$ cat config.mk
export PLATFORM = sky130hd
export DESIGN_NAME = spi_transaction_arbiter_flat
export DESIGN_NICKNAME = d
export VERILOG_FILES = /design/src/rtl/spi_transaction_arbiter_if.sv /design/src/rtl/spi_transaction_arbiter.sv /design/src/flat_wrapper.sv
export SDC_FILE = /design/constraint.sdc
export NUM_CORES = 1
export LEC_CHECK = 0
export ABC_AREA = 1
export CORE_AREA = 2 2 171 173
export CTS_BUF_LIST = sky130_fd_sc_hd__clkbuf_16
export CTS_CLUSTER_SIZE = 16
export DETAILED_ROUTE_END_ITERATION = 8
export DIE_AREA = 0 0 173 175
export PLACE_DENSITY = 0.7
export SETUP_SLACK_MARGIN = 0.15
export SYNTH_ARGS = -nofsm -noshare
export SYNTH_HDL_FRONTEND = slang
export SYNTH_SLANG_ARGS = --single-unit
$ cat constraint.sdc
create_clock -name fabric_clk -period 7 [get_ports fabric_clk]
set_input_delay 1.75 -clock fabric_clk [delete_from_list [all_inputs] [get_ports fabric_clk]]
set_output_delay 1.75 -clock fabric_clk [all_outputs]
set_load 0.02 [all_outputs]
$ cat src/rtl/spi_transaction_arbiter_if.sv
// Fabric-side bundle between requesters, the arbiter and the bidirectional_spi transaction ports.
interface spi_transaction_arbiter_if #(
   parameter int unsigned NUM_REQ               = 4,
   parameter int unsigned DATA_WIDTH            = 32,
   parameter int unsigned TRANSACTION_LEN_WIDTH = 8,
   parameter int unsigned ID_W                  = $clog2(NUM_REQ)
);
   logic [NUM_REQ-1:0]                       req_valid;
   logic [NUM_REQ*TRANSACTION_LEN_WIDTH-1:0] req_length;
   logic [NUM_REQ*DATA_WIDTH-1:0]            req_data;
   logic [NUM_REQ*DATA_WIDTH-1:0]            req_rw_mask;
   logic [NUM_REQ-1:0]                       req_ready;
   logic                                     rsp_valid;
   logic [ID_W-1:0]                          rsp_id;
   logic                                     rsp_error;
   logic [DATA_WIDTH-1:0]                    rsp_read_data;
   logic                                     busy;
   logic [TRANSACTION_LEN_WIDTH-1:0]         spi_transaction_length;
   logic [DATA_WIDTH-1:0]                    spi_transaction_data;
   logic [DATA_WIDTH-1:0]                    spi_transaction_rw_mask;
   logic [DATA_WIDTH-1:0]                    spi_transaction_read_data;

   modport slave (
      input  req_valid, req_length, req_data, req_rw_mask, spi_transaction_read_data,
      output req_ready, rsp_valid, rsp_id, rsp_error, rsp_read_data, busy,
             spi_transaction_length, spi_transaction_data, spi_transaction_rw_mask
   );

   modport master (
      output req_valid, req_length, req_data, req_rw_mask, spi_transaction_read_data,
      input  req_ready, rsp_valid, rsp_id, rsp_error, rsp_read_data, busy,
             spi_transaction_length, spi_transaction_data, spi_transaction_rw_mask
   );
endinterface

$ cat src/rtl/spi_transaction_arbiter.sv
// Round-robin arbiter sharing one bidirectional_spi core between NUM_REQ fabric requesters.
// Issues a one-cycle length pulse, waits a computed interval, then returns masked read data.
module spi_transaction_arbiter #(
   parameter int unsigned NUM_REQ               = 4,
   parameter int unsigned DATA_WIDTH            = 32,
   parameter int unsigned TRANSACTION_LEN_WIDTH = 8,
   parameter int unsigned CYCLES_PER_BIT        = 8,
   parameter int unsigned OVERHEAD_CYCLES       = 32,
   parameter int unsigned ID_W                  = $clog2(NUM_REQ)
) (
   input logic                      fabric_clk,
   input logic                      reset_n,
   spi_transaction_arbiter_if.slave bus
);
   localparam int unsigned TLW = TRANSACTION_LEN_WIDTH;
   localparam int unsigned CW  = TLW + 16;

   typedef enum logic [1:0] {StIdle, StIssue, StWait, StRespond} state_e;

   state_e                state_q, state_d;
   logic [ID_W-1:0]       last_grant_q, last_grant_d;
   logic [TLW-1:0]        len_q, len_d;
   logic [CW-1:0]         wait_cnt_q, wait_cnt_d;
   logic [NUM_REQ-1:0]    ready_q, ready_d;
   logic                  rsp_valid_q, rsp_valid_d;
   logic                  rsp_error_q, rsp_error_d;
   logic [ID_W-1:0]       rsp_id_q, rsp_id_d;
   logic [DATA_WIDTH-1:0] rsp_data_q, rsp_data_d;
   logic                  busy_q, busy_d;
   logic [TLW-1:0]        spi_len_q, spi_len_d;
   logic [DATA_WIDTH-1:0] spi_data_q, spi_data_d;
   logic [DATA_WIDTH-1:0] spi_mask_q, spi_mask_d;

   logic                  found;
   logic [ID_W-1:0]       grant;
   logic [TLW-1:0]        sel_len;
   logic                  len_bad;
   logic [DATA_WIDTH-1:0] len_mask;

   // Scan starts just after the previous winner so nobody is granted twice while others wait.
   always_comb begin
      found = 1'b0;
      grant = '0;
      for (int k = 1; k <= int'(NUM_REQ); k++) begin
         if (!found && bus.req_valid[ID_W'((int'(last_grant_q) + k) % int'(NUM_REQ))]) begin
            found = 1'b1;
            grant = ID_W'((int'(last_grant_q) + k) % int'(NUM_REQ));
         end
      end
   end

   assign sel_len  = bus.req_length[int'(grant)*int'(TLW) +: TLW];
   assign len_bad  = (sel_len == '0) || (32'(sel_len) > DATA_WIDTH);
   assign len_mask = ~({DATA_WIDTH{1'b1}} << len_q);

   always_comb begin
      state_d      = state_q;
      last_grant_d = last_grant_q;
      len_d        = len_q;
      wait_cnt_d   = wait_cnt_q;
      ready_d      = '0;
      rsp_valid_d  = 1'b0;
      rsp_error_d  = 1'b0;
      rsp_id_d     = '0;
      rsp_data_d   = '0;
      spi_len_d    = '0;
      spi_data_d   = spi_data_q;
      spi_mask_d   = spi_mask_q;
      unique case (state_q)
         StIdle: begin
            if (found) begin
               last_grant_d   = grant;
               len_d          = sel_len;
               spi_data_d     = bus.req_data[int'(grant)*int'(DATA_WIDTH) +: DATA_WIDTH];
               spi_mask_d     = bus.req_rw_mask[int'(grant)*int'(DATA_WIDTH) +: DATA_WIDTH];
               ready_d[grant] = 1'b1;
               if (len_bad) begin
                  // Rejected: accept and answer in the same cycle, core never sees it.
                  state_d     = StRespond;
                  rsp_valid_d = 1'b1;
                  rsp_error_d = 1'b1;
                  rsp_id_d    = grant;
               end else begin
                  state_d   = StIssue;
                  spi_len_d = sel_len;
               end
            end
         end
         StIssue: begin
            wait_cnt_d = CW'(len_q) * CW'(CYCLES_PER_BIT) + CW'(OVERHEAD_CYCLES);
            state_d    = StWait;
         end
         StWait: begin
            wait_cnt_d = wait_cnt_q - CW'(1);
            if (wait_cnt_d == '0) begin
               state_d     = StRespond;
               rsp_valid_d = 1'b1;
               rsp_id_d    = last_grant_q;
               rsp_data_d  = bus.spi_transaction_read_data & ~spi_mask_q & len_mask;
            end
         end
         StRespond: state_d = StIdle;
         default:   state_d = StIdle;
      endcase
      busy_d = (state_d != StIdle);
   end

   always_ff @(posedge fabric_clk or negedge reset_n) begin
      if (!reset_n) begin
         state_q      <= StIdle;
         last_grant_q <= ID_W'(NUM_REQ - 1);
         len_q        <= '0;
         wait_cnt_q   <= '0;
         ready_q      <= '0;
         rsp_valid_q  <= 1'b0;
         rsp_error_q  <= 1'b0;
         rsp_id_q     <= '0;
         rsp_data_q   <= '0;
         busy_q       <= 1'b0;
         spi_len_q    <= '0;
         spi_data_q   <= '0;
         spi_mask_q   <= '0;
      end else begin
         state_q      <= state_d;
         last_grant_q <= last_grant_d;
         len_q        <= len_d;
         wait_cnt_q   <= wait_cnt_d;
         ready_q      <= ready_d;
         rsp_valid_q  <= rsp_valid_d;
         rsp_error_q  <= rsp_error_d;
         rsp_id_q     <= rsp_id_d;
         rsp_data_q   <= rsp_data_d;
         busy_q       <= busy_d;
         spi_len_q    <= spi_len_d;
         spi_data_q   <= spi_data_d;
         spi_mask_q   <= spi_mask_d;
      end
   end

   assign bus.req_ready               = ready_q;
   assign bus.rsp_valid               = rsp_valid_q;
   assign bus.rsp_id                  = rsp_id_q;
   assign bus.rsp_error               = rsp_error_q;
   assign bus.rsp_read_data           = rsp_data_q;
   assign bus.busy                    = busy_q;
   assign bus.spi_transaction_length  = spi_len_q;
   assign bus.spi_transaction_data    = spi_data_q;
   assign bus.spi_transaction_rw_mask = spi_mask_q;
endmodule

$ cat src/flat_wrapper.sv
// flat-port wrapper written by rule: the top's interface ports become plain ports
module spi_transaction_arbiter_flat 
#(
   parameter int unsigned NUM_REQ               = 4,
   parameter int unsigned DATA_WIDTH            = 32,
   parameter int unsigned TRANSACTION_LEN_WIDTH = 8,
   parameter int unsigned CYCLES_PER_BIT        = 8,
   parameter int unsigned OVERHEAD_CYCLES       = 32,
   parameter int unsigned ID_W                  = $clog2(NUM_REQ)
)
  (fabric_clk, reset_n, bus_req_valid, bus_req_length, bus_req_data, bus_req_rw_mask, bus_spi_transaction_read_data, bus_req_ready, bus_rsp_valid, bus_rsp_id, bus_rsp_error, bus_rsp_read_data, bus_busy, bus_spi_transaction_length, bus_spi_transaction_data, bus_spi_transaction_rw_mask);
  spi_transaction_arbiter_if #(.NUM_REQ(NUM_REQ), .DATA_WIDTH(DATA_WIDTH), .TRANSACTION_LEN_WIDTH(TRANSACTION_LEN_WIDTH), .ID_W(ID_W)) bus_i ();
  input logic fabric_clk;
  input logic reset_n;
  input wire logic [$bits(bus_i.req_valid)-1:0] bus_req_valid;
  input wire logic [$bits(bus_i.req_length)-1:0] bus_req_length;
  input wire logic [$bits(bus_i.req_data)-1:0] bus_req_data;
  input wire logic [$bits(bus_i.req_rw_mask)-1:0] bus_req_rw_mask;
  input wire logic [$bits(bus_i.spi_transaction_read_data)-1:0] bus_spi_transaction_read_data;
  output wire logic [$bits(bus_i.req_ready)-1:0] bus_req_ready;
  output wire logic [$bits(bus_i.rsp_valid)-1:0] bus_rsp_valid;
  output wire logic [$bits(bus_i.rsp_id)-1:0] bus_rsp_id;
  output wire logic [$bits(bus_i.rsp_error)-1:0] bus_rsp_error;
  output wire logic [$bits(bus_i.rsp_read_data)-1:0] bus_rsp_read_data;
  output wire logic [$bits(bus_i.busy)-1:0] bus_busy;
  output wire logic [$bits(bus_i.spi_transaction_length)-1:0] bus_spi_transaction_length;
  output wire logic [$bits(bus_i.spi_transaction_data)-1:0] bus_spi_transaction_data;
  output wire logic [$bits(bus_i.spi_transaction_rw_mask)-1:0] bus_spi_transaction_rw_mask;
  assign bus_i.req_valid = bus_req_valid;
  assign bus_i.req_length = bus_req_length;
  assign bus_i.req_data = bus_req_data;
  assign bus_i.req_rw_mask = bus_req_rw_mask;
  assign bus_i.spi_transaction_read_data = bus_spi_transaction_read_data;
  assign bus_req_ready = bus_i.req_ready;
  assign bus_rsp_valid = bus_i.rsp_valid;
  assign bus_rsp_id = bus_i.rsp_id;
  assign bus_rsp_error = bus_i.rsp_error;
  assign bus_rsp_read_data = bus_i.rsp_read_data;
  assign bus_busy = bus_i.busy;
  assign bus_spi_transaction_length = bus_i.spi_transaction_length;
  assign bus_spi_transaction_data = bus_i.spi_transaction_data;
  assign bus_spi_transaction_rw_mask = bus_i.spi_transaction_rw_mask;
  spi_transaction_arbiter #(.NUM_REQ(NUM_REQ), .DATA_WIDTH(DATA_WIDTH), .TRANSACTION_LEN_WIDTH(TRANSACTION_LEN_WIDTH), .CYCLES_PER_BIT(CYCLES_PER_BIT), .OVERHEAD_CYCLES(OVERHEAD_CYCLES), .ID_W(ID_W)) u_core (.fabric_clk(fabric_clk), .reset_n(reset_n), .bus(bus_i));
endmodule
Word-level counts from Yosys, hierarchy flattened --
Cells that the tools add are included.
Storage, ports and cells: output and inout port bits 113, register bits after elaboration 149
Cells by class: eq/ne operators 3, add/sub/neg operators 6, shifts and indexed selects 4, mux-type cells 43, reduce and logical (&&, ||, !) cells 14, bitwise operators 4, order comparisons 7
Operators with widths (count):
- 128-bit by 8-bit indexed part select with 32-bit output | 2
- 32-bit bitwise AND | 2
- 32-bit 2-to-1 mux | 2
- 32-bit NOT | 2
- 24-bit one-hot mux with 2 select lines | 1
- 32-bit by 6-bit indexed part select with 8-bit output | 1
- 32-bit by 8-bit << shifter with 32-bit output (first input constant) | 1
- 24-bit zero test | 1
- 8-bit 2-to-1 mux | 3
- 24-bit by 1-bit subtractor with 24-bit output (second input constant) | 1
- 2-bit 2-to-1 mux | 10
- 1-bit 2-to-1 mux | 17
- 2-bit by 4-bit less-than comparator with 1-bit output (second input constant) | 4
- 11-bit by 6-bit adder with 12-bit output (second input constant) | 1
- 1-bit binary-select mux with 2-bit select | 4
- 8-bit by 6-bit greater-than comparator with 1-bit output (second input constant) | 1
- 8-bit zero test | 1
- 4-bit 2-to-1 mux | 2
- 2-bit one-hot mux with 4 select lines | 1
- 2-bit by 1-bit adder with 2-bit output (second input constant) | 2
- 2-bit adder (second input constant) | 2
- 2-bit equality test (second input constant) | 2
- 1-bit logical AND | 4
- 2-bit one-hot mux with 2 select lines | 1
- other kinds (10) | 13

Logic depth before layout (Yosys ltp) --
Gate-level depths: netlist of the first run.
word-level depth 21, mapped depth 23

Worst setup path after synthesis of the first run --
OpenSTA, ideal clock, no wires.
path type input to register, start in bus_req_valid[3], end reg u_core.spi_len_q[0], in the netlist u_core.bus.spi_transaction_length[0], slack 3.698 ns, library setup time 0.117 ns, buffers on the path 1, stages on the path 19, data arrival time 3.185 ns, required time 6.883 ns, path through nand2_1 > nand2_2 > nand2_2 > nand2_2 > nor2_4 > nand3_2 > nand3_4 > buf_6 > nand2_1 > o21ai_1 > nand2_1 > nand2_1 > nand2_1 > nor2_1 > nand2_1 > nand2_2 > nand2_2 > inv_2 > nor2_2
Between the ends: cells in the longest elaborated chain, start to end 19, elaborated cells on any way between the ends 33
RTL lines:
- start: declaration | line flat_wrapper.sv:15 | input wire logic [$bits(bus_i.req_valid)-1:0] bus_req_valid;
- 1-bit binary-select mux with 2-bit select | line spi_transaction_arbiter.sv:45 | if (!found && bus.req_valid[ID_W'((int'(last_grant_q) + k) % int'(NUM_REQ))]) begin
- 1-bit 2-to-1 mux (implied by the code) (2 in series) | line spi_transaction_arbiter.sv:45
- 1-bit 2-to-1 mux | line spi_transaction_arbiter.sv:45
- 1-bit zero test | line spi_transaction_arbiter.sv:45
- 1-bit logical AND | line spi_transaction_arbiter.sv:45
- 1-bit 2-to-1 mux | line spi_transaction_arbiter.sv:45
- 1-bit zero test | line spi_transaction_arbiter.sv:45
- 1-bit logical AND | line spi_transaction_arbiter.sv:45
- [3 not listed]
- 2-bit 2-to-1 mux | line spi_transaction_arbiter.sv:45
- 32-bit by 6-bit indexed part select with 8-bit output | line spi_transaction_arbiter.sv:52 | assign sel_len = bus.req_length[int'(grant)*int'(TLW) +: TLW];
- 8-bit by 6-bit greater-than comparator with 1-bit output / 8-bit zero test (equally long branches) | line spi_transaction_arbiter.sv:53 | assign len_bad = (sel_len == '0) || (32'(sel_len) > DATA_WIDTH);
- 1-bit logical OR | line spi_transaction_arbiter.sv:53
- 8-bit 2-to-1 mux | line spi_transaction_arbiter.sv:77 | if (len_bad) begin
- 8-bit 2-to-1 mux * | line spi_transaction_arbiter.sv:71 | if (found) begin
- 8-bit 2-to-1 mux * | line spi_transaction_arbiter.sv:69 | unique case (state_q)
- named net u_core.spi_len_d[0] | line spi_transaction_arbiter.sv:30 | logic [TLW-1:0] spi_len_q, spi_len_d;
- end signal: assignment | line spi_transaction_arbiter.sv:134 | spi_len_q <= spi_len_d;
- end: declaration | line spi_transaction_arbiter.sv:30
Mark *: on every way through the listed nets, which the timed path passes. The rest lies on a longest branch. The select of a mux whose other input is x is not followed. A chain may end at the register's enable or synchronous reset.

Worst setup path after layout of the first run --
start in bus_req_valid[2], end reg u_core.spi_data_q[30], in the netlist u_core.bus.spi_transaction_data[30]
Between the ends: cells in the longest elaborated chain, start to end 14, elaborated cells on any way between the ends 28
RTL lines:
- 1-bit binary-select mux with 2-bit select | line spi_transaction_arbiter.sv:45
- 1-bit 2-to-1 mux (implied by the code) (2 in series) | line spi_transaction_arbiter.sv:45
- 1-bit 2-to-1 mux | line spi_transaction_arbiter.sv:45
- 1-bit zero test | line spi_transaction_arbiter.sv:45
- 1-bit logical AND | line spi_transaction_arbiter.sv:45
- 1-bit 2-to-1 mux | line spi_transaction_arbiter.sv:45
- 1-bit zero test | line spi_transaction_arbiter.sv:45
- 1-bit logical AND | line spi_transaction_arbiter.sv:45
- 1-bit 2-to-1 mux | line spi_transaction_arbiter.sv:45
- 1-bit zero test | line spi_transaction_arbiter.sv:45
- 1-bit logical AND | line spi_transaction_arbiter.sv:45
- 2-bit 2-to-1 mux / 1-bit 2-to-1 mux (equally long branches) | line spi_transaction_arbiter.sv:45
- 128-bit by 8-bit indexed part select with 32-bit output / 2-bit AND reduction (equally long branches)
- end signal: assignment | line spi_transaction_arbiter.sv:135 | spi_data_q <= spi_data_d;
- end: declaration | line spi_transaction_arbiter.sv:31 | logic [DATA_WIDTH-1:0] spi_data_q, spi_data_d;
Parallel ways exist; a longest one is shown, timed or not. The select of a mux whose other input is x is not followed.

==> summary.log, run 1 <==
[clock_tree] CTS Hold Buffers Added 0
[synth] dominant cells by area after synthesis dfrtp_1 42%, nand2_1 17%, nand4_1 4.7%
[global_routing] largest net degree at the start of global routing 102
[setup_path] critical register-to-register path startpoint u_core.last_grant_q[0]$_DFFE_PN1P_
[clock_tree] cts bufs inserted 17
[floorplan] Die Width 173 um
[floorplan] standard cell core area 28400 um2
[global_routing] wire length of the first global-routing pass 57.3 mm
[synth] proportion of netlist area held by the largest area contributor 42.3%
[finish] most frequent cells in the layout 437 x clkdlybuf4s50_1, 403 x nand2_1, 147 x dfrtp_1
[synth] post-synth top area cell dfrtp_1
[synth] Warnings, synthesis 0
[finish] Filler Cell Count 2779
[routing] wire length after detailed routing 39.1 mm
[setup_path] count of cells along the worst register-to-register path 13
[timing] final critical-path setup slack 2350 ps
[power] total power density per cell area 521 nW/um2
[setup_path] worst setup slack for register-to-register paths 3420 ps
[global_routing] number of global-route vias before repair 9697
[synth] summed instance area of the synthesized netlist 8700 um2
[clock_tree] master cell of the clock root buffer clkbuf_16
[clock_tree] latest clock arrival within the worst-skew pair 430 ps
[synth] distinct cell type count after synthesis 41
[timing] Final Hold Violating Endpoints 0
[min_path] path class of the lowest-slack min-delay path reg2reg
[clock_tree] count of cells resized by post-cts repair 0
[clock_tree] number of H-tree levels 4
[routing] WL/cell 19.6 um
[setup_path] kind of critical path in2reg
[floorplan] initial core utilization 30.7%
[global_routing] GR Util All Layers 25.1%
[clock_tree] buffers inserted by post-CTS timing repair 0
[floorplan] floorplan die height 175 um
[setup_path] CP endpoint kind flop
[placement] Placement Setup Slack 1910 ps
[floorplan] I/O pin count 439
[synth] proportion of synthesized chip area in sequential cells 42.9%
[timing] unrepaired setup endpoints after global routing false
[placement] weighted congestion at the end of routability-driven global placement 0.968
[clock_tree] clock tree from TritonCTS done
[routing] drt pass-1 iters 5
[global_routing] initial antenna violation count 4
[floorplan] overall die area 30300 um2
[timing] worst slew margin relative to its limit 31.7%
[floorplan] row count 62
[routing] average via count per standard cell 4.96
[synth] #FFs+latches synth 149
[setup_path] endpoint of the most critical register-to-register path u_core.bus.spi_transaction_data[30]$_DFFE_PN0P_
[timing] maximum clock frequency 215 MHz
[routing] via count 9872
[placement] dpl cell area 13300 um2
[timing] post-layout minimum cycle time 4650 ps
[global_routing] total gr overflow 0
[clock_tree] clock-pin slew of the registers on the worst-case setup and hold paths 70 ps
[timing] clock skew 14.3 ps
[timing] setup TNS 0 ps
[finish] fraction of the core area covered by cells at the end of the flow 48.9%
[synth] synthesized area divided by synthesized cell count 7.37 um2
[routing] drc violations 0
[finish] synthesis-to-layout area growth 59.6%
[synth] number of instances in the synthesized netlist 1181
[setup_path] Data arrival, critical path 4990 ps
[finish] most common cell after layout, fill and taps aside clkdlybuf4s50_1
[placement] port buffer count 438
[run] number of max-capacitance violations reported 0
[routing] count of routing violations after the opening detailed-route iteration 799
[min_path] worst hold path depth 2
[power] Peak supply drop 0.313 mV
[setup_path] largest fanout on the critical path 37
[min_path] WHS Endpoint u_core.bus.spi_transaction_data[28]$_DFFE_PN0P_
[power] static leakage power 6.09 nW
[setup_path] sort of element at the start of the critical path primary input
[min_path] hold wc startpoint u_core.bus.spi_transaction_data[28]$_DFFE_PN0P_
[finish] layout cell share with drive strength beyond 1 6.12%
[clock_tree] number of buffers on the longest clock path 2
[clock_tree] # clock sinks 149
[power] total power after layout 7.25 mW
[finish] final instance area 13900 um2
[timing] slew at the pin closest to its max-slew limit 1020 ps
[routing] number of nets with antenna violations after routing 0
[setup_path] required time at the worst-slack endpoint 7340 ps
[placement] half-perimeter wire length after detailed placement 31.2 mm
[finish] number of nets in the final layout 1920
[timing] Period Utilization, post-route 66.4%
[run_status] run status finished clean
[timing] Setup violations, final 0
[timing] number of slew-limit violations in the final report 0
-- where the power goes --
group	internal, mW	switching [mW]	total (mW)
sequential	1.18	0.254	1.43
combinational	1.67	3.25	4.92
clock	0.491	0.402	0.893
total	3.34	3.90	7.25
-- Yosys cell counts (all sizes together) --
| master | n |
|---|---|
| ha | 5 |
| o2111ai | 1 |
| a22oi | 50 |
| nor3 | 17 |
| xor2 | 18 |
| a21oi | 12 |
| o21ai | 55 |
| clkbuf | 17 |
| or2 | 1 |
| o221ai | 7 |
| nand3b | 5 |
| o22ai | 10 |
| conb | 1 |
| clkinv | 1 |
| dfstp | 2 |
| o211ai | 3 |
| nand4 | 66 |
| o21bai | 2 |
| nor4 | 2 |
| buf | 43 |
| xnor2 | 1 |
| nand3 | 49 |
| nand2 | 418 |
| dfrtp | 147 |
| nor2 | 117 |
| inv | 105 |
| a31oi | 26 |
-- cell families (layout without fill, tap and decap cells) --
family                   Yosys count  in the layout  share of synthesized area (%)
AND/OR/NAND/NOR                  675            675                           34.1
AO/OA/AOI/OAI                    166            166                           12.0
buffers and inverters            166            586                           8.38
flip-flops                       149            149                           42.9
XOR/XNOR                          19             19                           1.91
adder cells (fa/ha/maj)            5              5                          0.719
other                              1              6                         0.0431
-- worst max-delay path: stages --
cell,delay [ps]
clkdlybuf4s50_1,490
nand2_1,60
nand2_1,100
nand2_1,70
nand2_2,90
nand2_2,60
nand3_1,340
nand3_4,320
nor2_4,860
buf_4,430
a22oi_1,140
a31oi_1,230
-- routing by layer --
metal  part of all wire (%)  vias up  GRT usage (%)  wire length, um
met2                     49      454           42.2            19200
met4                    3.3        0           9.68             1310
li1                       -     4716              -                -
met1                     40     4637           31.5            15600
met3                    7.7       65           5.44             3020
met5                      0        -              0                0
-- sequential cells by signal (all words and copies together) (netlist names) --
name / count
u_core.bus.spi_transaction_length: 8
u_core.bus.spi_transaction_data: 32
u_core.bus.rsp_read_data: 32
u_core.wait_cnt_q: 24
u_core.bus.spi_transaction_rw_mask: 32
u_core.bus.rsp_valid: 1
u_core.bus.req_ready: 4
u_core.state_q: 2
u_core.len_q: 8
u_core.bus.busy: 1
u_core.bus.rsp_id: 2
u_core.last_grant_q: 2
u_core.bus.rsp_error: 1
-- cell type report --
cell class,instances,area (um2),share of cell area [%]
antenna,4,10.0,0.0720
clock buffer,17,425,3.06
clock inverter,15,134,0.963
inverter,106,407,2.93
multi-input combinational,867,4250,30.6
sequential,149,3730,26.9
tap,384,480,3.46
timing repair buffer,448,4460,32.1
-- metrics by stage --
| stage | hold WS [ps] | std cells |
|---|---|---|
| floorplan | 472 | 1182 |
| finish | 482 | 1990 |
| global placement | 464 | 1954 |
| CTS | 484 | 1986 |
| detailed placement | 465 | 1954 |
| global route | 506 | 1989 |
-- how the worst max path moves through the flow --
stage          slack (ps)             start                                            endpoint
4_1_cts              2360  bus_req_valid[2]     u_core.bus.spi_transaction_data[14]$_DFFE_PN0P_
6_report             2350  bus_req_valid[2]     u_core.bus.spi_transaction_data[30]$_DFFE_PN0P_
3_3_place_gp         2070  bus_req_valid[2]   u_core.bus.spi_transaction_rw_mask[3]$_DFFE_PN0P_
5_1_grt              2130  bus_req_valid[0]  u_core.bus.spi_transaction_rw_mask[17]$_DFFE_PN0P_
3_5_place_dp         1910  bus_req_valid[1]     u_core.bus.spi_transaction_data[14]$_DFFE_PN0P_
2_1_floorplan        3700  bus_req_valid[3]      u_core.bus.spi_transaction_length[0]$_DFF_PN0_
Note: power is estimated with default switching activity, not from simulation.
==> inputs of run 2 (changes only) <==
Settings changed: CORE_AREA 2 2 171 173 to 2 2 172 174, DIE_AREA 0 0 173 175 to 0 0 174 176.
Clock period 7 ns to 4.6 ns, I/O delays scaled along.
==> summary.log, run 2 (same netlist as run 1, synthesis figures left out) <==
[timing] Period Utilization, post-route 79.0%
[timing] setup TNS 0 ps [unchanged]
[routing] count of routing violations after the opening detailed-route iteration 775 [-3.0%]
[clock_tree] number of buffers on the longest clock path 2 [unchanged]
[placement] half-perimeter wire length after detailed placement 31.4 mm [+0.71%]
[clock_tree] cts bufs inserted 17 [unchanged]
[floorplan] Die Width 174 um [+0.58%]
[finish] fraction of the core area covered by cells at the end of the flow 49.2% [+0.24 points]
[global_routing] total gr overflow 0 [unchanged]
[setup_path] critical path, cell by cell clkdlybuf4s50_1, nand2_1, nand2_1, nand2_1, nand2_2, nand2_2, nand3_1, nand3_4, nand2_1, clkinv_2, buf_12, nand2_1, nand4_1, nand2_1, o21ai_1
[floorplan] standard cell core area 28500 um2 [+0.55%]
[routing] via count 9883 [+0.11%]
[setup_path] standard cell with the maximum stage delay on the critical path clkdlybuf4s50_1
[clock_tree] buffers inserted by post-CTS timing repair 0 [unchanged]
[setup_path] Data arrival, critical path 3940 ps [-1050 ps]
[timing] Setup violations, final 0 [unchanged]
[power] total power density per cell area 810 nW/um2 [+55%]
[timing] maximum clock frequency 275 MHz
[global_routing] number of global-route vias before repair 9768 [+0.73%]
[placement] port buffer count 438 [unchanged]
[min_path] path class of the lowest-slack min-delay path reg2reg
[finish] most frequent cells in the layout 437 x clkdlybuf4s50_1, 403 x nand2_1, 147 x dfrtp_1
[routing] average via count per standard cell 4.96 [about the same]
[finish] number of nets in the final layout 1921 [+0.052%]
[timing] Fin Hold WS 480 ps [-1.81 ps]
[global_routing] GR Util All Layers 25.0% [-0.12 points]
[run] number of max-capacitance violations reported 0 [unchanged]
[timing] unrepaired setup endpoints after global routing false
[timing] number of slew-limit violations in the final report 0 [unchanged]
[timing] Final Hold Violating Endpoints 0 [unchanged]
[timing] worst slew margin relative to its limit 30.5% [-1.2 points]
[setup_path] sort of element at the start of the critical path primary input
[finish] layout cell share with drive strength beyond 1 6.30% [+0.18 points]
[placement] weighted congestion at the end of routability-driven global placement 0.933 [-3.6%]
[run_status] run status finished clean
[clock_tree] # clock sinks 149 [unchanged]
[timing] slew at the pin closest to its max-slew limit 1040 ps [+18.5 ps]
[floorplan] I/O pin count 439 [unchanged]
[clock_tree] clock-pin slew of the registers on the worst-case setup and hold paths 70 ps [about the same]
[clock_tree] number of H-tree levels 4 [unchanged]
[setup_path] CP most frequent cell nand2_1
[clock_tree] master cell of the clock root buffer clkbuf_16
[finish] most common cell after layout, fill and taps aside clkdlybuf4s50_1
[routing] number of nets with antenna violations after routing 0 [unchanged]
[floorplan] initial core utilization 30.5% [-0.17 points]
[global_routing] wire length of the first global-routing pass 58.0 mm [+1.3%]
[setup_path] buffers plus inverters on the worst setup path 3 [+1]
[floorplan] floorplan die height 176 um [+0.57%]
[clock_tree] CTS Hold Buffers Added 0 [unchanged]
[clock_tree] clock tree from TritonCTS done
[setup_path] kind of critical path in2reg
[clock_tree] count of cells resized by post-cts repair 0 [unchanged]
[routing] WL/cell 19.8 um [+0.65%]
[routing] drt pass-1 iters 5 [unchanged]
[power] Peak supply drop 0.569 mV [+82%]
[setup_path] required time at the worst-slack endpoint 4910 ps [-2430 ps]
[power] static leakage power 6.16 nW [+1.2%]
[global_routing] initial antenna violation count 5 [+1]
[global_routing] largest net degree at the start of global routing 79 [-23%]
[routing] wire length after detailed routing 39.3 mm [+0.70%]
[clock_tree] latest clock arrival within the worst-skew pair 430 ps [about the same]
[setup_path] largest fanout on the critical path 57 [+54%]
[timing] clock skew 14.2 ps [-0.133 ps]
[setup_path] maximum single-stage delay on the critical path 490 ps [-370 ps]
[routing] drc violations 0 [unchanged]
[floorplan] overall die area 30600 um2 [+1.2%]
[finish] synthesis-to-layout area growth 61.3%
[setup_path] CP endpoint kind flop
[floorplan] row count 62 [unchanged]
[setup_path] dominant delay contributor by cell family on the critical path simple AND/OR/NAND/NOR gates
[timing] post-layout minimum cycle time 3640 ps
==> run 2: routing by layer <==
layer / global-route usage [%] / vias to the layer above / part of all wire (%)
met1: 31.6 / 4688 / 40
met4: 8.05 / 0 / 3.0
met5: 0 / - / 0
met2: 42.9 / 417 / 50
li1: - / 4724 / -
met3: 4.89 / 54 / 6.6
==> run 2: stage by stage <==
step                cell area, um2  std cells  worst slack, ps  total power, mW
global route                 14000       1991              793             12.3
finish                       14000       1991              965             11.4
global placement             13400       1955              660             9.74
CTS                          14000       1987             1110             11.4
floorplan                     8710       1182             1900             7.17
detailed placement           13400       1955              665             9.82
==> run 2: power breakdown <==
group | total [mW] | leakage [nW] | internal [mW] | switching (mW)
clock network | 1.53 | 0.313 | 0.884 | 0.648
registers | 2.18 | 1.91 | 1.79 | 0.386
logic | 7.66 | 3.94 | 2.66 | 5.00
==> run 2: tightest hold or removal path: cells and delay by family (launching register included) <==
family | cells | cell delay [ps]
flip-flops | 1 | 340
AND/OR/NAND/NOR | 2 | 110
==> run 2: area by class of cell <==
class	count	area (um2)
fillers	2859	14500
repair buffers	449	4530
multi-input cells	867	4250
flip-flops and latches	149	3730
well taps	384	480
clock buffers	17	425
inverters	106	407
clock inverters	15	208
diodes	4	10.0
==> run 2: final timing paths <==
path | startpoint | endpoint | slack [ps] | cells after the start
min in group asynchronous | reset_n | u_core.bus.rsp_read_data[31]$_DFF_PN0_ | 700 | 1
max reg2reg | u_core.last_grant_q[0]$_DFFE_PN1P_ | u_core.bus.spi_transaction_rw_mask[13]$_DFFE_PN0P_ | 1450 | 16
min reg2reg | u_core.bus.spi_transaction_data[27]$_DFFE_PN0P_ | u_core.bus.spi_transaction_data[27]$_DFFE_PN0P_ | 480 | 2
max in group asynchronous | reset_n | u_core.bus.spi_transaction_rw_mask[2]$_DFFE_PN0P_ | 2980 | 2
max | bus_req_valid[2] | u_core.bus.spi_transaction_rw_mask[13]$_DFFE_PN0P_ | 960 | 15
min | u_core.bus.spi_transaction_data[27]$_DFFE_PN0P_ | u_core.bus.spi_transaction_data[27]$_DFFE_PN0P_ | 480 | 2
